$ cat src/rtl/pwrmgr_seq.sv
// Power sequencer: keeps the core in reset while OFF, wakes on debounced pins,
// stretches core reset on wake and drains TX before powering off.
module pwrmgr_seq #(
  parameter int                N_WAKE        = 1,
  parameter logic [N_WAKE-1:0] WAKE_POL      = '0,
  parameter int                WAKE_DEBOUNCE = 4,
  parameter int                RST_HOLD      = 16,
  parameter int                DRAIN_TIMEOUT = 1024,
  parameter int                CNT_W         = 8
) (
  input  logic              clk,
  input  logic              resetn,
  input  logic [N_WAKE-1:0] wake_in,
  input  logic [N_WAKE-1:0] wake_mask,
  input  logic              poweroff_rq,
  input  logic              tx_busy,
  output logic              soc_resetn,
  output logic              io_en,
  output logic [1:0]        state_o,
  output logic [N_WAKE-1:0] wake_cause,
  output logic [CNT_W-1:0]  boot_cnt,
  output logic              drain_to
);

  localparam int DB_W = (WAKE_DEBOUNCE > 1) ? $clog2(WAKE_DEBOUNCE) : 1;
  localparam int HD_W = (RST_HOLD > 1) ? $clog2(RST_HOLD) : 1;
  localparam int DR_W = (DRAIN_TIMEOUT > 1) ? $clog2(DRAIN_TIMEOUT) : 1;

  localparam logic [DB_W-1:0] DB_LIM    = DB_W'(WAKE_DEBOUNCE - 1);
  localparam logic [HD_W-1:0] HD_LIM    = HD_W'(RST_HOLD - 1);
  localparam logic [DR_W-1:0] DR_LIM    = DR_W'((DRAIN_TIMEOUT > 0) ? DRAIN_TIMEOUT - 1 : 0);
  localparam bit              HAS_DRAIN = (DRAIN_TIMEOUT > 0);

  typedef enum logic [1:0] {
    ST_OFF   = 2'd0,
    ST_HOLD  = 2'd1,
    ST_RUN   = 2'd2,
    ST_DRAIN = 2'd3
  } state_t;

  state_t            state_q, state_d;
  logic [N_WAKE-1:0] sync1_q, sync2_q;
  logic [N_WAKE-1:0] act;
  logic              any_act;
  logic [DB_W-1:0]   db_q, db_d;
  logic [HD_W-1:0]   hold_q, hold_d;
  logic [DR_W-1:0]   drain_q, drain_d;
  logic [N_WAKE-1:0] cause_q, cause_d;
  logic [CNT_W-1:0]  boot_q, boot_d;
  logic              dto_q, dto_d;

  // Pins are asynchronous; synchroniser idles at each source's inactive level.
  always_ff @(posedge clk or negedge resetn) begin
    if (!resetn) begin
      sync1_q <= ~WAKE_POL;
      sync2_q <= ~WAKE_POL;
    end else begin
      sync1_q <= wake_in;
      sync2_q <= sync1_q;
    end
  end

  assign act     = ~(sync2_q ^ WAKE_POL) & wake_mask;
  assign any_act = |act;

  always_ff @(posedge clk or negedge resetn) begin
    if (!resetn) begin
      state_q <= ST_OFF;
      db_q    <= '0;
      hold_q  <= '0;
      drain_q <= '0;
      cause_q <= '0;
      boot_q  <= '0;
      dto_q   <= 1'b0;
    end else begin
      state_q <= state_d;
      db_q    <= db_d;
      hold_q  <= hold_d;
      drain_q <= drain_d;
      cause_q <= cause_d;
      boot_q  <= boot_d;
      dto_q   <= dto_d;
    end
  end

  // Debounce count only survives consecutive active OFF cycles, hence default clear.
  always_comb begin
    state_d = state_q;
    db_d    = '0;
    hold_d  = hold_q;
    drain_d = drain_q;
    cause_d = cause_q;
    boot_d  = boot_q;
    dto_d   = dto_q;
    case (state_q)
      ST_OFF: begin
        if (any_act) begin
          if (db_q == DB_LIM) begin
            state_d = ST_HOLD;
            hold_d  = '0;
            cause_d = act;
            boot_d  = (boot_q == {CNT_W{1'b1}}) ? boot_q : boot_q + 1'b1;
            dto_d   = 1'b0;
          end else begin
            db_d = db_q + 1'b1;
          end
        end
      end
      ST_HOLD: begin
        if (hold_q == HD_LIM) begin
          state_d = ST_RUN;
        end else begin
          hold_d = hold_q + 1'b1;
        end
      end
      ST_RUN: begin
        if (poweroff_rq) begin
          drain_d = '0;
          state_d = HAS_DRAIN ? ST_DRAIN : ST_OFF;
        end
      end
      ST_DRAIN: begin
        // An idle TX takes priority over a timeout landing on the same edge.
        if (!tx_busy) begin
          state_d = ST_OFF;
        end else if (drain_q == DR_LIM) begin
          state_d = ST_OFF;
          dto_d   = 1'b1;
        end else begin
          drain_d = drain_q + 1'b1;
        end
      end
      default: state_d = ST_OFF;
    endcase
  end

  assign soc_resetn = state_q[1];
  assign io_en      = state_q[1];
  assign state_o    = state_q;
  assign wake_cause = cause_q;
  assign boot_cnt   = boot_q;
  assign drain_to   = dto_q;

endmodule
$ cat config.mk
export PLATFORM = sky130hd
export DESIGN_NAME = pwrmgr_seq
export DESIGN_NICKNAME = d
export VERILOG_FILES = /design/src/rtl/pwrmgr_seq.sv
export SDC_FILE = /design/constraint.sdc
export NUM_CORES = 1
export LEC_CHECK = 0
export BUFFER_PORTS_ARGS = -buffer_cell sky130_fd_sc_hd__buf_4
export CORE_ASPECT_RATIO = 1.5
export CORE_MARGIN = 2
export CORE_UTILIZATION = 56
export CTS_BUF_LIST = sky130_fd_sc_hd__clkbuf_16
export CTS_CLUSTER_SIZE = 30
export DETAILED_ROUTE_END_ITERATION = 6
export GPL_TIMING_DRIVEN = 0
export PLACE_DENSITY = 0.77
export SKIP_CTS_REPAIR_TIMING = 1
export SYNTH_ARGS = -nofsm -noshare
export SYNTH_HDL_FRONTEND = slang
export SYNTH_SLANG_ARGS = --single-unit
$ cat constraint.sdc
create_clock -name clk -period 2.75 [get_ports clk]
set_clock_uncertainty 0.15 [all_clocks]
set_input_delay 0.1375 -clock clk [delete_from_list [all_inputs] [get_ports clk]]
set_output_delay 0.1375 -clock clk [all_outputs]
set_load 0.02 [all_outputs]
==> results by group <==
Run status
  • Status: finished clean

Logic synthesis
  • Simple-gate area share of the yosys netlist: 20.3%
  • Synth Area in Compound Gates: 11.8%
  • Top cell type's share of synthesized area: 44.2%
  • YS warnings: 0
  • Post-synthesis sequential area ratio: 47.5%
  • Largest family of logic cells by synthesized area: simple AND/OR/NAND/NOR gates
  • Mux share of post-synthesis cell area: 4.65%
  • Post-Syn Nets: 171
  • XOR/XNOR share of the synthesized area: 3.86%
  • Synth Area in Adders: 7.10%
  • Synth cell types: 43
  • Flops & latches, synth: 30
  • Largest area contributor in the netlist: dfrtp_1
  • Synth top area cells: dfrtp_1 (44%), ha_1 (7.1%), nand2_1 (3.5%), dfstp_2 (3.3%), nand3_1 (2.8%)
  • Synth Area per Inst: 10.2 sq um
  • Cell count after synthesis: 156
  • Post-Syn Area: 0.00159 sq mm

Drt
  • Post-DR wirelength/cell: 14.6 microns
  • Vias: 1245
  • First-iteration detailed-routing DRC count: 50
  • Detail Route Antenna Nets: 0
  • DR vias/cell: 5.61
  • DRC: 0
  • Routed WL: 3.25 mm
  • TritonRoute pass-1 iters: 4

Floorplan
  • Die Wd: 47.5 microns
  • Site Rows: 23
  • Initial Util: 59.3%
  • # IOs: 20
  • Core ar.: 0.00268 sq mm
  • Die H: 69.2 microns
  • Die ar.: 0.00328 sq mm

Final layout
  • Fin cells: 222
  • Layout Utilization: 72.2%
  • Most common cell after layout, fill and taps aside: dfrtp_1
  • ANT cells: 0
  • Layout cells sized above 1: 19.5%
  • Final net count: 199
  • Most frequent cells in the layout: dfrtp_1 (28), buf_4 (21), nand2_1 (15)
  • Finished Cell Area: 0.00193 sq mm
  • Area growth syn-to-layout: 21.8%

Placement
  • Placed Instances: 212
  • GP Congestion: 0.891
  • HPWL Detailed: 2.25 mm
  • Post-DP Area: 0.00178 sq mm
  • PortBufs: 19

Run
  • Max Cap Violations: 0

Global route
  • Pin count of the biggest net entering global routing: 31
  • Antenna violations before repair: 0
  • Vias in the first global route: 1293
  • Gr ovfl total: 0
  • GRT Total Usage: 23.5%
  • First-pass GRT wire length: 5.60 mm

CTS
  • H-tree depth reported by CTS: 2
  • Max Buffers Root-to-Sink: 2
  • TritonCTS clock tree: built
  • Worst-path clk slew: 0.05 ns
  • Clock root buffer: clkbuf_16
  • Worst skew pair latency: 0.28 ns
  • CTS Sinks: 30
  • CTS Buf Count: 5

Timing
  • F_max: 395 MHz
  • RSZ-0062 raised after global routing: false
  • Final critical-path required period: 2.53 ns
  • Setup violators final: 0
  • Max transition margin: 63.3%
  • Setup TNS Final: 0 ns
  • Fin crit share: 92.2%
  • Max-slew violation count: 0
  • Fin. Hold Viols: 0
  • Worst-margin pin slew: 0.547 ns

Critical path
  • CP Data Required Time: 2.76 ns
  • Reg2reg end: boot_cnt[1]
  • Crit start category: flip-flop
  • R2R cell count: 6
  • Crit. End Element: flip-flop
  • Worst-path maximum fanout: 8
  • Reg2reg start: state_o[1]
  • CP arrival: 2.54 ns
  • R2r setup slk: 0.22 ns
  • Kind of critical path: flip-flop to flip-flop

Pwr
  • Tot Pwr: 1.66 mW
  • P_leak: 0.929 nW
  • Pwr dens: 858 mW/mm^2
  • Maximum VDD drop: 0.000929 V

Min path
  • Hold endpoint: db_q[0]
  • Hold Crit Class: input port to flip-flop
  • Hold path startpoint: wake_mask
  • Cell depth of the worst hold path: 4
per-layer routing:
metal	global-route usage, %	part of all wire [%]
met1	26.3	41
met2	39.3	54
met3	4.17	2.6
met4	12.3	2.3
met5	0	0
state kept, by name, indices dropped and copies added (netlist names):
register,flops
db_q,2
wake_cause,1
sync1_q,1
drain_to,1
state_o,2
sync2_q,1
boot_cnt,8
hold_q,4
drain_q,10
cell families (layout without fill, tap and decap cells):
group / after synthesis / count (layout)
AOI/OAI and AO/OA: 28 / 28
xor gates and xnor gates: 7 / 7
adders and majority gates: 9 / 9
buffers and inverters: 16 / 45
DFF: 30 / 30
muxes: 7 / 7
and+or+nand+nor: 59 / 59
worst max-delay path: stages (launching register included):
cell      delay [ns]
dfrtp_1         0.46
inv_1           0.14
ha_1            0.16
clkbuf_1        0.26
nand4b_1        0.35
a31oi_1         0.52
mux2_2          0.39
per-stage QoR:
step	hold slack, ns	setup slack [ns]
floorplan	-0.308	0.566
global placement	-0.0683	0.296
detailed placement	-0.0638	0.234
CTS	-0.356	0.213
global route	0.105	0.0129
finish	0.0867	0.216
how the worst max path moves through the flow:
stage	cells past startpoint	slack (ns)	from	to
finish	6	0.22	state_o[1]	boot_cnt[1]
global route	7	0.01	state_o[1]	boot_cnt[5]
CTS	6	0.21	state_o[1]	boot_cnt[1]
detailed placement	6	0.23	state_o[1]	boot_cnt[1]
global placement	6	0.30	state_o[1]	boot_cnt[1]
floorplan	6	0.57	state_o[1]	boot_cnt[1]
layout make-up:
type | count | area, sq um
Clock buffer | 5 | 125
Tap cell | 37 | 46.3
Buffer | 6 | 38.8
Fill cell | 208 | 744
Clock inverter | 3 | 11.3
Timing Repair Buffer | 21 | 163
Inverter | 10 | 37.5
Multi-Input combinational cell | 110 | 757
Sequential cell | 30 | 753
cells in the mapped netlist, drive strengths merged:
cell and count:
inv 10, o21ai 6, nor2 5, mux2 3, nand4 4, a22oi 1
nand3 10, a31oi 6, nand2 15, dfstp 2, and2 1, o22ai 1
nor3 5, and4 2, a21boi 1, clkbuf 2, a2bb2oi 2, o22a 1
xor2 2, a211oi 1, a31o 1, o32ai 1, dfrtp 28, buf 4
a21oi 3, o21bai 1, a311oi 1, and3 6, or4 1, nand3b 1
a211o 1, nand2b 5, xnor2 5, mux2i 4, ha 9, nor4bb 1
o211ai 1, nor2b 2, nand4b 1
power by group:
group | internal, mW | switching, mW | total (mW)
sequential | 0.507 | 0.0703 | 0.578
combinational | 0.257 | 0.320 | 0.577
clock | 0.324 | 0.180 | 0.504
total | 1.09 | 0.570 | 1.66
(Power assumes the default switching activity.)
